===== src/rtl/loader_pkg.sv =====
// Shared types and helpers for the UART instruction-memory boot loader.
// Optional checksum support in the loader is enabled by defining LOADER_CHECKSUM_EN.
package loader_pkg;

    typedef enum logic [2:0] {
        IDLE,
        HDR0,
        HDR1,
        DATA,
        CHK,
        DONE
    } loader_state_e;

    typedef enum logic [1:0] {
        RX_IDLE,
        RX_START,
        RX_DATA,
        RX_STOP
    } rx_state_e;

    // Clocks per UART bit, truncated; callers must keep the result >= 4.
    function automatic int clks_per_bit(input int clkFreq, input int baud);
        return clkFreq / baud;
    endfunction

endpackage


===== src/rtl/uart_rx.sv =====
// 8N1 UART receiver: 2-FF synchronizer, half-bit start confirmation, mid-bit sampling.
// Emits a one-cycle rx_valid with rx_byte, or a one-cycle rx_ferr when the stop bit is low.
module uart_rx
    import loader_pkg::*;
#(
    parameter int CLKS_PER_BIT = 10
) (
    input  logic       Clk,
    input  logic       Reset,
    input  logic       Rx,
    output logic [7:0] rx_byte,
    output logic       rx_valid,
    output logic       rx_ferr
);

    localparam int CNT_W = $clog2(CLKS_PER_BIT) + 1;
    localparam logic [CNT_W-1:0] HALF_LAST = CNT_W'(CLKS_PER_BIT / 2 - 1);
    localparam logic [CNT_W-1:0] FULL_LAST = CNT_W'(CLKS_PER_BIT - 1);

    rx_state_e        state_q, state_d;
    logic             rxMeta_q, rxSync_q, rxPrev_q;
    logic [CNT_W-1:0] cnt_q, cnt_d;
    logic [2:0]       bitIdx_q, bitIdx_d;
    logic [7:0]       shift_q, shift_d;
    logic [7:0]       byte_q, byte_d;
    logic             valid_q, valid_d;
    logic             ferr_q, ferr_d;

    always_ff @(posedge Clk) begin
        if (!Reset) begin
            state_q  <= RX_IDLE;
            rxMeta_q <= 1'b1;
            rxSync_q <= 1'b1;
            rxPrev_q <= 1'b1;
            cnt_q    <= '0;
            bitIdx_q <= '0;
            shift_q  <= '0;
            byte_q   <= '0;
            valid_q  <= 1'b0;
            ferr_q   <= 1'b0;
        end else begin
            state_q  <= state_d;
            rxMeta_q <= Rx;
            rxSync_q <= rxMeta_q;
            rxPrev_q <= rxSync_q;
            cnt_q    <= cnt_d;
            bitIdx_q <= bitIdx_d;
            shift_q  <= shift_d;
            byte_q   <= byte_d;
            valid_q  <= valid_d;
            ferr_q   <= ferr_d;
        end
    end

    always_comb begin
        state_d  = state_q;
        cnt_d    = cnt_q;
        bitIdx_d = bitIdx_q;
        shift_d  = shift_q;
        byte_d   = byte_q;
        valid_d  = 1'b0;
        ferr_d   = 1'b0;
        case (state_q)
            RX_IDLE: begin
                if (rxPrev_q && !rxSync_q) begin
                    state_d = RX_START;
                    cnt_d   = '0;
                end
            end
            RX_START: begin
                // A line that is high again at the half-bit point was only a glitch.
                if (cnt_q == HALF_LAST) begin
                    cnt_d    = '0;
                    bitIdx_d = '0;
                    state_d  = rxSync_q ? RX_IDLE : RX_DATA;
                end else begin
                    cnt_d = cnt_q + 1'b1;
                end
            end
            RX_DATA: begin
                if (cnt_q == FULL_LAST) begin
                    cnt_d   = '0;
                    shift_d = {rxSync_q, shift_q[7:1]};
                    if (bitIdx_q == 3'd7) begin
                        state_d = RX_STOP;
                    end else begin
                        bitIdx_d = bitIdx_q + 3'd1;
                    end
                end else begin
                    cnt_d = cnt_q + 1'b1;
                end
            end
            RX_STOP: begin
                if (cnt_q == FULL_LAST) begin
                    cnt_d   = '0;
                    state_d = RX_IDLE;
                    if (rxSync_q) begin
                        valid_d = 1'b1;
                        byte_d  = shift_q;
                    end else begin
                        ferr_d = 1'b1;
                    end
                end else begin
                    cnt_d = cnt_q + 1'b1;
                end
            end
            default: state_d = RX_IDLE;
        endcase
    end

    assign rx_byte  = byte_q;
    assign rx_valid = valid_q;
    assign rx_ferr  = ferr_q;

endmodule


===== src/rtl/uart_imem_loader.sv =====
// UART boot loader: header (N words, little-endian), then N big-endian words written to IMEM.
// Define LOADER_CHECKSUM_EN to require a trailing XOR checksum byte before releasing the CPU.
module uart_imem_loader
    import loader_pkg::*;
#(
    parameter int CLK_FREQ       = 100_000_000,
    parameter int BAUD           = 115200,
    parameter int ADDR_W         = 8,
    parameter int TIMEOUT_CYCLES = 50_000_000
) (
    input  logic              Clk,
    input  logic              Reset,
    input  logic              Rx,
    input  logic              Load_req,
    output logic              ImemWrEn,
    output logic [ADDR_W-1:0] ImemWrAddr,
    output logic [31:0]       ImemWrData,
    output logic              CpuHold,
    output logic              Loading,
    output logic [ADDR_W:0]   WordCount,
    output logic              Err
);

    localparam int CPB   = clks_per_bit(CLK_FREQ, BAUD);
    localparam int TMR_W = $clog2(TIMEOUT_CYCLES + 1);
    localparam int CNT_W = ADDR_W + 1;
    localparam logic [16:0]      MAX_WORDS  = 17'(2 ** ADDR_W);
    localparam logic [TMR_W-1:0] TMR_RELOAD = TMR_W'(TIMEOUT_CYCLES - 1);

    logic [7:0] rxByte;
    logic       rxValid;
    logic       rxFerr;

    uart_rx #(
        .CLKS_PER_BIT(CPB)
    ) u_rx (
        .Clk     (Clk),
        .Reset   (Reset),
        .Rx      (Rx),
        .rx_byte (rxByte),
        .rx_valid(rxValid),
        .rx_ferr (rxFerr)
    );

    loader_state_e     state_q, state_d;
    logic              loadReqPrev_q;
    logic [7:0]        hdrLo_q, hdrLo_d;
    logic [CNT_W-1:0]  nWords_q, nWords_d;
    logic [CNT_W-1:0]  wordCount_q, wordCount_d;
    logic [1:0]        byteIdx_q, byteIdx_d;
    logic [23:0]       asm_q, asm_d;
    logic              wrEn_q, wrEn_d;
    logic [ADDR_W-1:0] wrAddr_q, wrAddr_d;
    logic [31:0]       wrData_q, wrData_d;
    logic              cpuHold_q, cpuHold_d;
    logic              loading_q, loading_d;
    logic              err_q, err_d;
    logic [TMR_W-1:0]  timer_q, timer_d;
`ifdef LOADER_CHECKSUM_EN
    logic [7:0]        chk_q, chk_d;
`endif

    logic              loadEdge;
    logic [15:0]       headerN;
    logic [CNT_W-1:0]  wordCountInc;
    logic              fail;

    assign loadEdge     = Load_req & ~loadReqPrev_q;
    assign headerN      = {rxByte, hdrLo_q};
    assign wordCountInc = wordCount_q + 1'b1;

    always_ff @(posedge Clk) begin
        if (!Reset) begin
            state_q       <= IDLE;
            loadReqPrev_q <= 1'b0;
            hdrLo_q       <= '0;
            nWords_q      <= '0;
            wordCount_q   <= '0;
            byteIdx_q     <= '0;
            asm_q         <= '0;
            wrEn_q        <= 1'b0;
            wrAddr_q      <= '0;
            wrData_q      <= '0;
            cpuHold_q     <= 1'b0;
            loading_q     <= 1'b0;
            err_q         <= 1'b0;
            timer_q       <= '0;
`ifdef LOADER_CHECKSUM_EN
            chk_q         <= '0;
`endif
        end else begin
            state_q       <= state_d;
            loadReqPrev_q <= Load_req;
            hdrLo_q       <= hdrLo_d;
            nWords_q      <= nWords_d;
            wordCount_q   <= wordCount_d;
            byteIdx_q     <= byteIdx_d;
            asm_q         <= asm_d;
            wrEn_q        <= wrEn_d;
            wrAddr_q      <= wrAddr_d;
            wrData_q      <= wrData_d;
            cpuHold_q     <= cpuHold_d;
            loading_q     <= loading_d;
            err_q         <= err_d;
            timer_q       <= timer_d;
`ifdef LOADER_CHECKSUM_EN
            chk_q         <= chk_d;
`endif
        end
    end

    always_comb begin
        state_d     = state_q;
        hdrLo_d     = hdrLo_q;
        nWords_d    = nWords_q;
        wordCount_d = wordCount_q;
        byteIdx_d   = byteIdx_q;
        asm_d       = asm_q;
        wrEn_d      = 1'b0;
        wrAddr_d    = wrAddr_q;
        wrData_d    = wrData_q;
        cpuHold_d   = cpuHold_q;
        loading_d   = loading_q;
        err_d       = err_q;
        fail        = 1'b0;
`ifdef LOADER_CHECKSUM_EN
        chk_d       = chk_q;
`endif
        // A received byte always reloads the idle timer, even on the expiry cycle.
        if (rxValid) begin
            timer_d = TMR_RELOAD;
        end else if (timer_q != '0) begin
            timer_d = timer_q - 1'b1;
        end else begin
            timer_d = timer_q;
        end

        case (state_q)
            IDLE: begin
                if (loadEdge) begin
                    state_d     = HDR0;
                    err_d       = 1'b0;
                    wordCount_d = '0;
                    byteIdx_d   = '0;
                    cpuHold_d   = 1'b1;
                    loading_d   = 1'b1;
                    timer_d     = TMR_RELOAD;
`ifdef LOADER_CHECKSUM_EN
                    chk_d       = '0;
`endif
                end
            end
            HDR0: begin
                if (rxValid) begin
                    hdrLo_d = rxByte;
                    state_d = HDR1;
`ifdef LOADER_CHECKSUM_EN
                    chk_d   = chk_q ^ rxByte;
`endif
                end
            end
            HDR1: begin
                if (rxValid) begin
                    if (headerN == 16'd0 || {1'b0, headerN} > MAX_WORDS) begin
                        fail = 1'b1;
                    end else begin
                        nWords_d = CNT_W'(headerN);
                        state_d  = DATA;
                    end
`ifdef LOADER_CHECKSUM_EN
                    chk_d = chk_q ^ rxByte;
`endif
                end
            end
            DATA: begin
                if (rxValid) begin
                    asm_d     = {asm_q[15:0], rxByte};
                    byteIdx_d = byteIdx_q + 2'd1;
`ifdef LOADER_CHECKSUM_EN
                    chk_d     = chk_q ^ rxByte;
`endif
                    if (byteIdx_q == 2'd3) begin
                        byteIdx_d   = '0;
                        wrEn_d      = 1'b1;
                        wrAddr_d    = wordCount_q[ADDR_W-1:0];
                        wrData_d    = {asm_q, rxByte};
                        wordCount_d = wordCountInc;
                        if (wordCountInc == nWords_q) begin
`ifdef LOADER_CHECKSUM_EN
                            state_d = CHK;
`else
                            state_d = DONE;
`endif
                        end
                    end
                end
            end
`ifdef LOADER_CHECKSUM_EN
            CHK: begin
                if (rxValid) begin
                    if (rxByte == chk_q) begin
                        state_d = DONE;
                    end else begin
                        fail = 1'b1;
                    end
                end
            end
`endif
            DONE: begin
                cpuHold_d = 1'b0;
                loading_d = 1'b0;
                state_d   = IDLE;
            end
            default: state_d = IDLE;
        endcase

        if (state_q != IDLE && state_q != DONE) begin
            if (rxFerr || (!rxValid && timer_q == '0)) begin
                fail = 1'b1;
            end
        end

        // CpuHold is deliberately left set so a partial image never runs.
        if (fail) begin
            state_d   = IDLE;
            err_d     = 1'b1;
            loading_d = 1'b0;
        end
    end

    assign ImemWrEn   = wrEn_q;
    assign ImemWrAddr = wrAddr_q;
    assign ImemWrData = wrData_q;
    assign CpuHold    = cpuHold_q;
    assign Loading    = loading_q;
    assign WordCount  = wordCount_q;
    assign Err        = err_q;

endmodule


===== config.mk =====
export PLATFORM = sky130hd
export DESIGN_NAME = uart_imem_loader
export DESIGN_NICKNAME = d
export VERILOG_FILES = /design/src/rtl/loader_pkg.sv /design/src/rtl/uart_rx.sv /design/src/rtl/uart_imem_loader.sv
export SDC_FILE = /design/constraint.sdc
export NUM_CORES = 1
export LEC_CHECK = 0
export BUFFER_PORTS_ARGS = -buffer_cell sky130_fd_sc_hd__buf_2
export CORE_MARGIN = 2
export CORE_UTILIZATION = 35
export CTS_CLUSTER_DIAMETER = 60
export DETAILED_ROUTE_END_ITERATION = 6
export MAX_ROUTING_LAYER = met4
export PLACE_DENSITY = 0.53
export SLEW_MARGIN = 10
export SYNTH_ARGS = -nofsm -noshare
export SYNTH_HDL_FRONTEND = slang
export SYNTH_SLANG_ARGS = --single-unit

===== constraint.sdc =====
create_clock -name Clk -period 3.45 [get_ports Clk]
set_clock_uncertainty 0.05 [all_clocks]
set_input_delay 0.1725 -clock Clk [delete_from_list [all_inputs] [get_ports Clk]]
set_output_delay 0.1725 -clock Clk [all_outputs]
set_load 0.005 [all_outputs]

# Word-level counts from Yosys, hierarchy flattened
# Cells that the tools add are included.
# totals
register_bits,163
inputBits,4
elab_cells,143
# classes
addsub,5
order_cmp,1
n_eq_ne,26
mux,48
bitwise,4
reduce_logical,35
# op_table
cell,count
$mux W26,4
$mux W11,3
$pmux W11 S3,1
$mux W3,10
$mux W9,3
$logic_not A26 Y1,1
$reduce_bool A26 Y1,1
$sub A26 B1 Y26 const B,1
$mux W2,9
$pmux W9 S2,1
$reduce_and A3 Y1,6
$gt A16 B9 Y1 const B,1
$logic_not A16 Y1,1
$ne A2 B1 Y1 const B,8
$mux W1,12
$pmux W3 S4,1
$add A11 B1 Y11 const B,1
$eq A11 B10 Y1 const B,1
$eq A11 B9 Y1 const B,1
$ne A2 B2 Y1 const B,5
$reduce_and A2 Y1,5
$reduce_bool A2 Y1,5
$add A9 B1 Y9 const B,1
$eq A9 B9 Y1,1
other kinds (24),36

# Longest topological paths before layout
# Gate-level depths: netlist of the first run.
# depth
word_depth,9
depth_mapped,10

# Cells and area by module
# From an unflattened synthesis of the first run, not the netlist that was laid out.
# hier_totals
hier_cells,842
hier_area_um2,7031.7
# by_module_without_submodules
module,instances,cells_each,area_each_um2,seq_area_each_um2
uart_imem_loader,1,661,5350.1,2522.4
uart_rx,1,181,1681.6,740.7

# Worst setup path before layout of the first run
# No wires, ideal clock.
# synth_timing
kind,register to register
start,register u_rx.cnt_q[0]
end,register u_rx.cnt_q[9]
setup_ps,116
arrival_time_ps,1902
required_ps,3284
path_slack_ps,1382
path_stages_with_launch,8
path_buffers,1
path_cell_list,dfxtp_1 ha_1 or3b_1 nor4_4 mux2_4 buf_12 o21bai_2 a31o_1
# synth_between
elab_chain_cells,3
# synth_rtl
item,line,text
from (decl),uart_rx.sv:22,"logic [CNT_W-1:0] cnt_q, cnt_d;"
from (signal assigned),uart_rx.sv:46,cnt_q <= cnt_d;
"$add A11 B1 Y11, or another cell as far along","uart_rx.sv:77, uart_rx.sv:90, uart_rx.sv:104",
"$mux W11, on equally long branches","uart_rx.sv:81, uart_rx.sv:94, uart_rx.sv:72",
$pmux W11 S3 (*),uart_rx.sv:63,case (state_q)
# Mark *: on every way between the ends. The rest lies on a longest branch, timed or not.
# A chain may end at the register's enable or synchronous reset.

# Worst setup path in the final report of the first run
# layout_timing
start,register u_rx.cnt_q[0]
end,register u_rx.byte_q[7] (netlist: u_rx.rx_byte[7])
# layout_between
elab_chain_cells,2
# layout_rtl
item,line,text
$eq A11 B10 Y1,uart_rx.sv:94,if (cnt_q == FULL_LAST) begin
$reduce_and A3 Y1 (no source line),n/a,
to (signal assigned),uart_rx.sv:49,byte_q <= byte_d;
to (decl),uart_rx.sv:25,"logic [7:0] byte_q, byte_d;"
# No other way between the ends.

==> reports/qor.txt, run 1 <==
Worst R2R Path Depth: 6
Gate power share: 0.067
Clock Power Share: 0.443
worst r2r src: u_rx.cnt_q[0]
I/O pins: 57
Syn Nets: 821
post-synthesis async set-or-reset flop share: 0
crit path capture type: register
vias in the first global route: 5019
Final Hold Vio Count: 0
Worst Path Required: 3.69 ns
Worst slew margin: 0.457
final wirelength: 15100 µm
die width: 144 µm
Syn Area/Cell: 8.46 µm²
Rows: 51
EDFF count, synth: 0
Clock Path Buffers: 2
overall power: 4.04 mW
Int Pwr: 3.00 mW
P_sw: 1.04 mW
total number of vias: 5412
share of layout cells above drive strength 1: 0.135
Initial Utilization: 0.354
number of clock sinks: 163
crit path to: u_rx.rx_byte[7]
outcome: finished clean
# fillers: 1994
cell with the most instances after synthesis: dfxtp_1
data arrival time of the worst path: 2.76 ns
Post-Synth XOR/XNOR Area: 0.0460
first-pass iteration count of the detailed router: 4
worst skew pair latency: 0.44 ns
Slew Limit Fails: 0
ANT cells: 0
flop2flop setup slack: 0.93 ns
mux contribution to synthesized area: 0.0504
Initial DRC Count: 277
top cell type by total area after synthesis: dfxtp_1
met1 Resource Use GR: 0.207
Synth top area share: 0.476
worst-margin pin slew: 0.814 ns
final std cells w/o fill: 1125
simple logic cell fraction of the synthesized area: 0.249
FF-to-FF End: u_rx.rx_byte[7]
Die Y-Extent: 144 µm
Clock transition at path regs: 0.07 ns
met3 global-route usage: 0.0427
post-synth cell types: 62
Synth Cell Area: 6850 µm²
GR Util All Layers: 0.158
RSZ-0062 raised after global routing: no
Max Freq: 397 MHz
PwrDens: 512 nW/µm²
Max FO, Critical Path: 9
dpl cells: 1091
Startpoint Class: register
post-synthesis sequential area ratio: 0.476
Synth warnings: 0
H-tree depth: 4
GPL Wtd Cong: 0.765
first-pass GRT wire length: 25400 µm
die area: 20700 µm²
antenna violations before repair: 0
Net Sw Frac: 0.257
Port-buffer cells: 56
wire per inst: 13.5 µm
global route overflow: 0
Seq pwr share: 0.490
Final Critical Period: 2.52 ns
largest net degree at the start of global routing: 75
complex-gate fraction of the synthesized area: 0.126
final setup fails: 0
multi-input logic area: 3320 µm²
CP Class: reg -> reg
Remaining DRCs: 0
number of CTS-inserted buffers: 17
Detail Route Antenna Nets: 0
Leak: 2.90 nW
TritonCTS clock tree: done
most common flop cell mapped by yosys: dfxtp_1
FF/Latch Area: 3260 µm²
synthesized-area fraction occupied by adder cells: 0.0128
max-cap check violation count: 0
Tcrit/Tclk final: 0.731
CTS Root Cell: clkbuf_16
post-detail-place hpwl: 9780 µm
TNS Setup: 0 ns
post-synthesis register bit count: 163
GRT met2 Usage: 0.235
area of the core: 19300 µm²
Finished Core Util: 0.408
Top Usage Layer GRT: met2
Worst VDD drop: 0.343 mV
Hold Crit Class: in -> reg
final net count: 858
Layout area overhead: 15.1%
Mapped Cells: 810
synth top area cells: dfxtp_1 48%, nand2_1 8.5%, a21oi_1 7.7%
most frequent cells after synthesis: 163 x dfxtp_1, 156 x nand2_1, 106 x a21oi_1, 86 x nor2_1, 33 x mux2i_1
crit path launch: u_rx.cnt_q[0]
main combinational cell family by area after synthesis: simple AND/OR/NAND/NOR gates
mean number of vias per cell: 4.81
==> stage by stage <==
stage          cell area, µm²  hold slack (ns)  setup slack, ns
2_1_floorplan            6850            0.196             1.38
3_3_place_gp             7310            0.305            0.930
3_5_place_dp             7310            0.311            0.933
4_1_cts                  7890           0.0241            0.911
5_1_grt                  7890           0.0273            0.715
6_report                 7890           0.0237            0.928
==> state kept, by name (all words and copies together) (netlist names), 2 cells and up, named ones only <==
name           flops
ImemWrData        32
timer_q           26
asm_q             24
u_rx.cnt_q        11
WordCount          9
nWords_q           9
ImemWrAddr         8
hdrLo_q            8
u_rx.rx_byte       8
u_rx.shift_q       8
state_q            3
u_rx.bitIdx_q      3
byteIdx_q          2
==> logic make-up (layout without fill, tap and decap cells) <==
logic type	Yosys count	in the layout
muxes	34	34
and+or+nand+nor	358	358
buffers and inverters	59	109
adders and majority gates	7	7
AOI/OAI and AO/OA	153	153
DFF	163	163
xor gates and xnor gates	36	36
==> cell type report <==
type	count	share of cell area
Sequential cell	163	0.414
Tap cell	265	0.0420
Timing Repair Buffer	67	0.0482
Multi-Input combinational cell	588	0.421
Clock buffer	19	0.0561
Clock inverter	13	0.0143
Inverter	10	0.00507
==> cells in the final DEF (no fill, tap or decap), drive strengths merged, types with 10 or more instances in the layout <==
cell type	instances
mux2i	33
nand2	157
nand4	10
dfxtp	163
a21oi	107
nor4	13
nand3	21
nor2	86
nor3	15
clkbuf	19
inv	18
xnor2	19
o21ai	14
xor2	17
buf	65
==> how the worst min path moves through the flow <==
stage | to | from | cells past startpoint | slack, ns
floorplan | u_rx.rxSync_q | Reset | 1 | 0.20
global placement | u_rx.rxMeta_q | Rx | 2 | 0.30
detailed placement | u_rx.rxMeta_q | Rx | 2 | 0.31
CTS | u_rx.rxSync_q | Reset | 2 | 0.02
global route | u_rx.rxMeta_q | Reset | 2 | 0.03
finish | u_rx.rxSync_q | Reset | 2 | 0.02
==> critical path, cell delays in order (launching register included) <==
cell     delay, ns
dfxtp_1       0.42
ha_1          0.22
or3b_1        0.40
nor4_4        0.37
nand4_1       0.54
mux2i_1       0.31
nor2_1        0.06
==> power by group through the flow <==
stage	registers (mW)	clock network, mW	logic, mW
2_1_floorplan	2.01	0	0.223
3_3_place_gp	2.02	0	0.266
3_5_place_dp	2.02	0	0.268
4_1_cts	1.98	1.84	0.272
5_1_grt	1.99	1.92	0.305
6_report	1.98	1.79	0.269
==> layer usage <==
metal / vias up / part of all wire
li1: 2846 / -
met1: 2471 / 0.50
met2: 72 / 0.45
met3: 23 / 0.037
met4: 0 / 0.017
met5: - / 0
==> repair_timing <==
action,in CTS,in global routing
resized for setup,0,0
hold buffers,2,0
hold endpoints to repair,2,0
buffers inserted,0,0
Note: power is estimated with default switching activity, not from simulation.
==> run 2: changes to the inputs <==
--- a/config.mk
+++ b/config.mk
@@ -5,13 +5,14 @@
 export SDC_FILE = /design/constraint.sdc
 export NUM_CORES = 1
 export LEC_CHECK = 0
+export ABC_AREA = 1
 export BUFFER_PORTS_ARGS = -buffer_cell sky130_fd_sc_hd__buf_2
 export CORE_MARGIN = 2
 export CORE_UTILIZATION = 35
 export CTS_CLUSTER_DIAMETER = 60
 export DETAILED_ROUTE_END_ITERATION = 6
 export MAX_ROUTING_LAYER = met4
-export PLACE_DENSITY = 0.53
+export PLACE_DENSITY = 0.55
 export SLEW_MARGIN = 10
 export SYNTH_ARGS = -nofsm -noshare
 export SYNTH_HDL_FRONTEND = slang
==> constraint.sdc (replaced) <==
create_clock -name Clk -period 2.3 [get_ports Clk]
set_clock_uncertainty 0.05 [all_clocks]
set_input_delay 0.115 -clock Clk [delete_from_list [all_inputs] [get_ports Clk]]
set_output_delay 0.115 -clock Clk [all_outputs]
set_load 0.005 [all_outputs]
==> run 2 against run 1 <==
Net effect:
- critical path depth increased by 7
- setup slack got worse by 0.61 ns
- non-clock buffer count up 10
- hold slack improved by 0.34 ns
- power up 87%
- utilization is 1.7 points higher
- die area increased by 3.0%
- synthesized area grew 3.1%
- synthesized cell count grew 20%
==> reports/qor.txt, run 2 <==
Leak: 3.67 nW (was 2.90 nW)
Synth Cell Area: 7070 µm² (was 6850 µm²)
Final Hold Vio Count: 0 (unchanged)
worst skew pair latency: 0.43 ns (was 0.44 ns)
outcome: finished clean (unchanged)
global route overflow: 0 (unchanged)
antenna violations before repair: 0 (unchanged)
CTS Root Cell: clkbuf_16 (unchanged)
CP Class: reg -> reg (unchanged)
first-pass GRT wire length: 29000 µm (was 25400 µm)
Max Freq: 505 MHz (was 397 MHz)
post-synth cell types: 43 (was 62)
Worst slew margin: 0.716 (was 0.457)
Worst R2R Path Depth: 13 (was 6)
top cell type by total area after synthesis: dfxtp_1 (unchanged)
Rows: 51 (unchanged)
Largest register FFs: 32 (unchanged)
post-detail-place hpwl: 12100 µm (was 9780 µm)
final setup fails: 0 (unchanged)
P_sw: 2.56 mW (was 1.04 mW)
Max FO, Critical Path: 5 (was 9)
area of the core: 19700 µm² (was 19300 µm²)
Clock Path Buffers: 2 (unchanged)
Layout area overhead: 18.3% (was 15.1%)
Detail Route Antenna Nets: 0 (unchanged)
final wirelength: 17400 µm (was 15100 µm)
overall power: 7.56 mW (was 4.04 mW)
mean number of vias per cell: 4.82 (was 4.81)
I/O pins: 57 (unchanged)
post-placement cell area: 7660 µm² (was 7310 µm²)
worst-margin pin slew: 0.426 ns (was 0.814 ns)
ANT cells: 0 (unchanged)
post-synthesis async set-or-reset flop share: 0 (unchanged)
Clock Power Share: 0.393 (was 0.443)
metal1 wirelength: 8940 µm (was 7550 µm)
Syn Nets: 987 (was 821)
DR WL met3: 724 µm (was 564 µm)
share of layout cells above drive strength 1: 0.124 (was 0.135)
Syn Area/Cell: 7.24 µm² (was 8.46 µm²)
Gate power share: 0.190 (was 0.067)
Int Pwr: 5.00 mW (was 3.00 mW)
die area: 21300 µm² (was 20700 µm²)
worst r2r src: timer_q[0] (was u_rx.cnt_q[0])
number of CTS-inserted buffers: 17 (unchanged)
Initial DRC Count: 452 (was 277)
Fin Hold WS: 0.368 ns (was 0.0237 ns)
Slew Limit Fails: 0 (unchanged)
final net count: 1048 (was 858)
most frequent cells after synthesis: 163 x dfxtp_1, 163 x nand2_1, 136 x nor2_1, 123 x inv_1, 102 x o21ai_0 (was 163 x dfxtp_1, 156 x nand2_1, 106 x a21oi_1, 86 x nor2_1, 33 x mux2i_1)
Setup Fix Bufs, Post-CTS: 0 (unchanged)
FF-to-FF End: timer_q[22] (was u_rx.rx_byte[7])
Seq pwr share: 0.417 (was 0.490)
most common flop cell mapped by yosys: dfxtp_1 (unchanged)
GPL Wtd Cong: 0.881 (was 0.765)
flop2flop setup slack: 0.32 ns (was 0.93 ns)
number of clock sinks: 163 (unchanged)
TNS Setup: 0 ns (unchanged)
largest net degree at the start of global routing: 69 (was 75)
max-cap check violation count: 0 (unchanged)
total number of vias: 6344 (was 5412)
metal2 WL: 7570 µm (was 6780 µm)
die width: 146 µm (was 144 µm)
Die Y-Extent: 146 µm (was 144 µm)
Clock transition at path regs: 0.07 ns (about the same)
post-synthesis register bit count: 163 (unchanged)
GR Util All Layers: 0.170 (was 0.158)
first-pass iteration count of the detailed router: 5 (was 4)
Max Used Layer: met4 (unchanged)
RSZ-0062 raised after global routing: no (unchanged)
Net Sw Frac: 0.338 (was 0.257)
Remaining DRCs: 0 (unchanged)
Final Critical Period: 1.98 ns (was 2.52 ns)
most frequent cells in the layout: 163 x dfxtp_1, 162 x nand2_1, 136 x nor2_1, 122 x inv_1, 102 x o21ai_0 (was 163 x dfxtp_1, 155 x nand2_1, 106 x a21oi_1, 86 x nor2_1, 56 x buf_2)
hold-critical path depth: 1 (was 2)
most common library cell in the layout ignoring fill and taps: dfxtp_1 (unchanged)
Initial Utilization: 0.359 (was 0.354)
design area: 8360 µm² (was 7890 µm²)
Tcrit/Tclk final: 0.862 (was 0.731)
post-synthesis sequential area ratio: 0.462 (was 0.476)
Synth warnings: 0 (unchanged)
hold path start: u_rx.rxMeta_q (was Reset)
H-tree depth: 4 (unchanged)
Finished Core Util: 0.425 (was 0.408)
Synth top area share: 0.462 (was 0.476)
Worst VDD drop: 0.482 mV (was 0.343 mV)
Port-buffer cells: 56 (unchanged)
Worst Path Required: 2.58 ns (was 3.69 ns)
TritonCTS clock tree: done (unchanged)
wire per inst: 13.2 µm (was 13.5 µm)
PwrDens: 904 nW/µm² (was 512 nW/µm²)
Startpoint Class: register (unchanged)
data arrival time of the worst path: 2.26 ns (was 2.76 ns)
EDFF count, synth: 0 (unchanged)
WHS Endpoint: u_rx.rxSync_q (unchanged)
crit path capture type: register (unchanged)
vias in the first global route: 5853 (was 5019)
synth top area cells: dfxtp_1 46%, nand2_1 8.7%, o21ai_0 7.2% (was dfxtp_1 48%, nand2_1 8.5%, a21oi_1 7.7%)
Hold Crit Class: reg -> reg (was in -> reg)
Mapped Cells: 976 (was 810)
[run 2: metal layers]
layer	global-route usage	vias up
li1	-	3299
met1	0.236	2906
met2	0.252	125
met3	0.0397	14
met4	0.0403	0
met5	-	-
[run 2: layout make-up]
cell class / count / area (µm²)
Fill cell: 2082 / 11300
Multi-Input combinational cell: 647 / 3150
Clock inverter: 15 / 224
Timing Repair Buffer: 77 / 463
Tap cell: 265 / 332
Sequential cell: 163 / 3260
Inverter: 131 / 494
Clock buffer: 17 / 425
[run 2: worst max-delay path by stage]
stage                     from     endpoint  slack (ns)
floorplan           timer_q[0]  timer_q[13]        0.52
global placement    timer_q[0]  timer_q[20]        0.30
detailed placement  timer_q[0]  timer_q[19]        0.23
CTS                 timer_q[0]  timer_q[12]        0.20
global route        timer_q[0]   timer_q[4]        0.06
finish              timer_q[0]  timer_q[22]        0.32
[run 2: through the flow]
stage | setup WS, ns | cells
after CTS | 0.200 | 1315
after global placement | 0.299 | 1279
after global routing | 0.0566 | 1315
after detailed placement | 0.235 | 1279
after floorplan | 0.524 | 976
final | 0.318 | 1315
[run 2: worst max-delay path, cell delays in order, from the launching register on]
cell and delay (ns):
dfxtp_1 0.33, inv_1 0.11, ha_1 0.22, nand2_1 0.11, nor2_1 0.18, nand2_1 0.12
nor2_1 0.13, nand3b_1 0.19, nand2_1 0.13, nor2_1 0.07, nand3_1 0.06, nand2_1 0.07
nand2_1 0.06, inv_1 0.04
[run 2: cell families (layout without fill, tap and decap cells)]
group           count (synthesis)  count (layout)  share of synthesized area
compound gates                240             240                      0.185
xor+xnor                       15              15                     0.0186
fa+ha+maj                       7               7                     0.0124
buf+inv                       166             240                     0.0921
flops                         163             163                      0.462
simple gates                  385             385                      0.230
[run 2: what timing repair did]
action,CTS,global route
endpoints found under the hold margin,12,0
endpoints found under the setup margin,0,6
hold buffers,4,0
resized for setup,0,2
[run 2: power by group through the flow]
stage	Combinational [mW]	Sequential, mW	Clock [mW]
2_1_floorplan	1.11	3.16	0
3_3_place_gp	1.43	3.22	0
3_5_place_dp	1.41	3.21	0
4_1_cts	1.43	3.15	3.03
5_1_grt	1.66	3.18	3.14
6_report	1.44	3.15	2.97
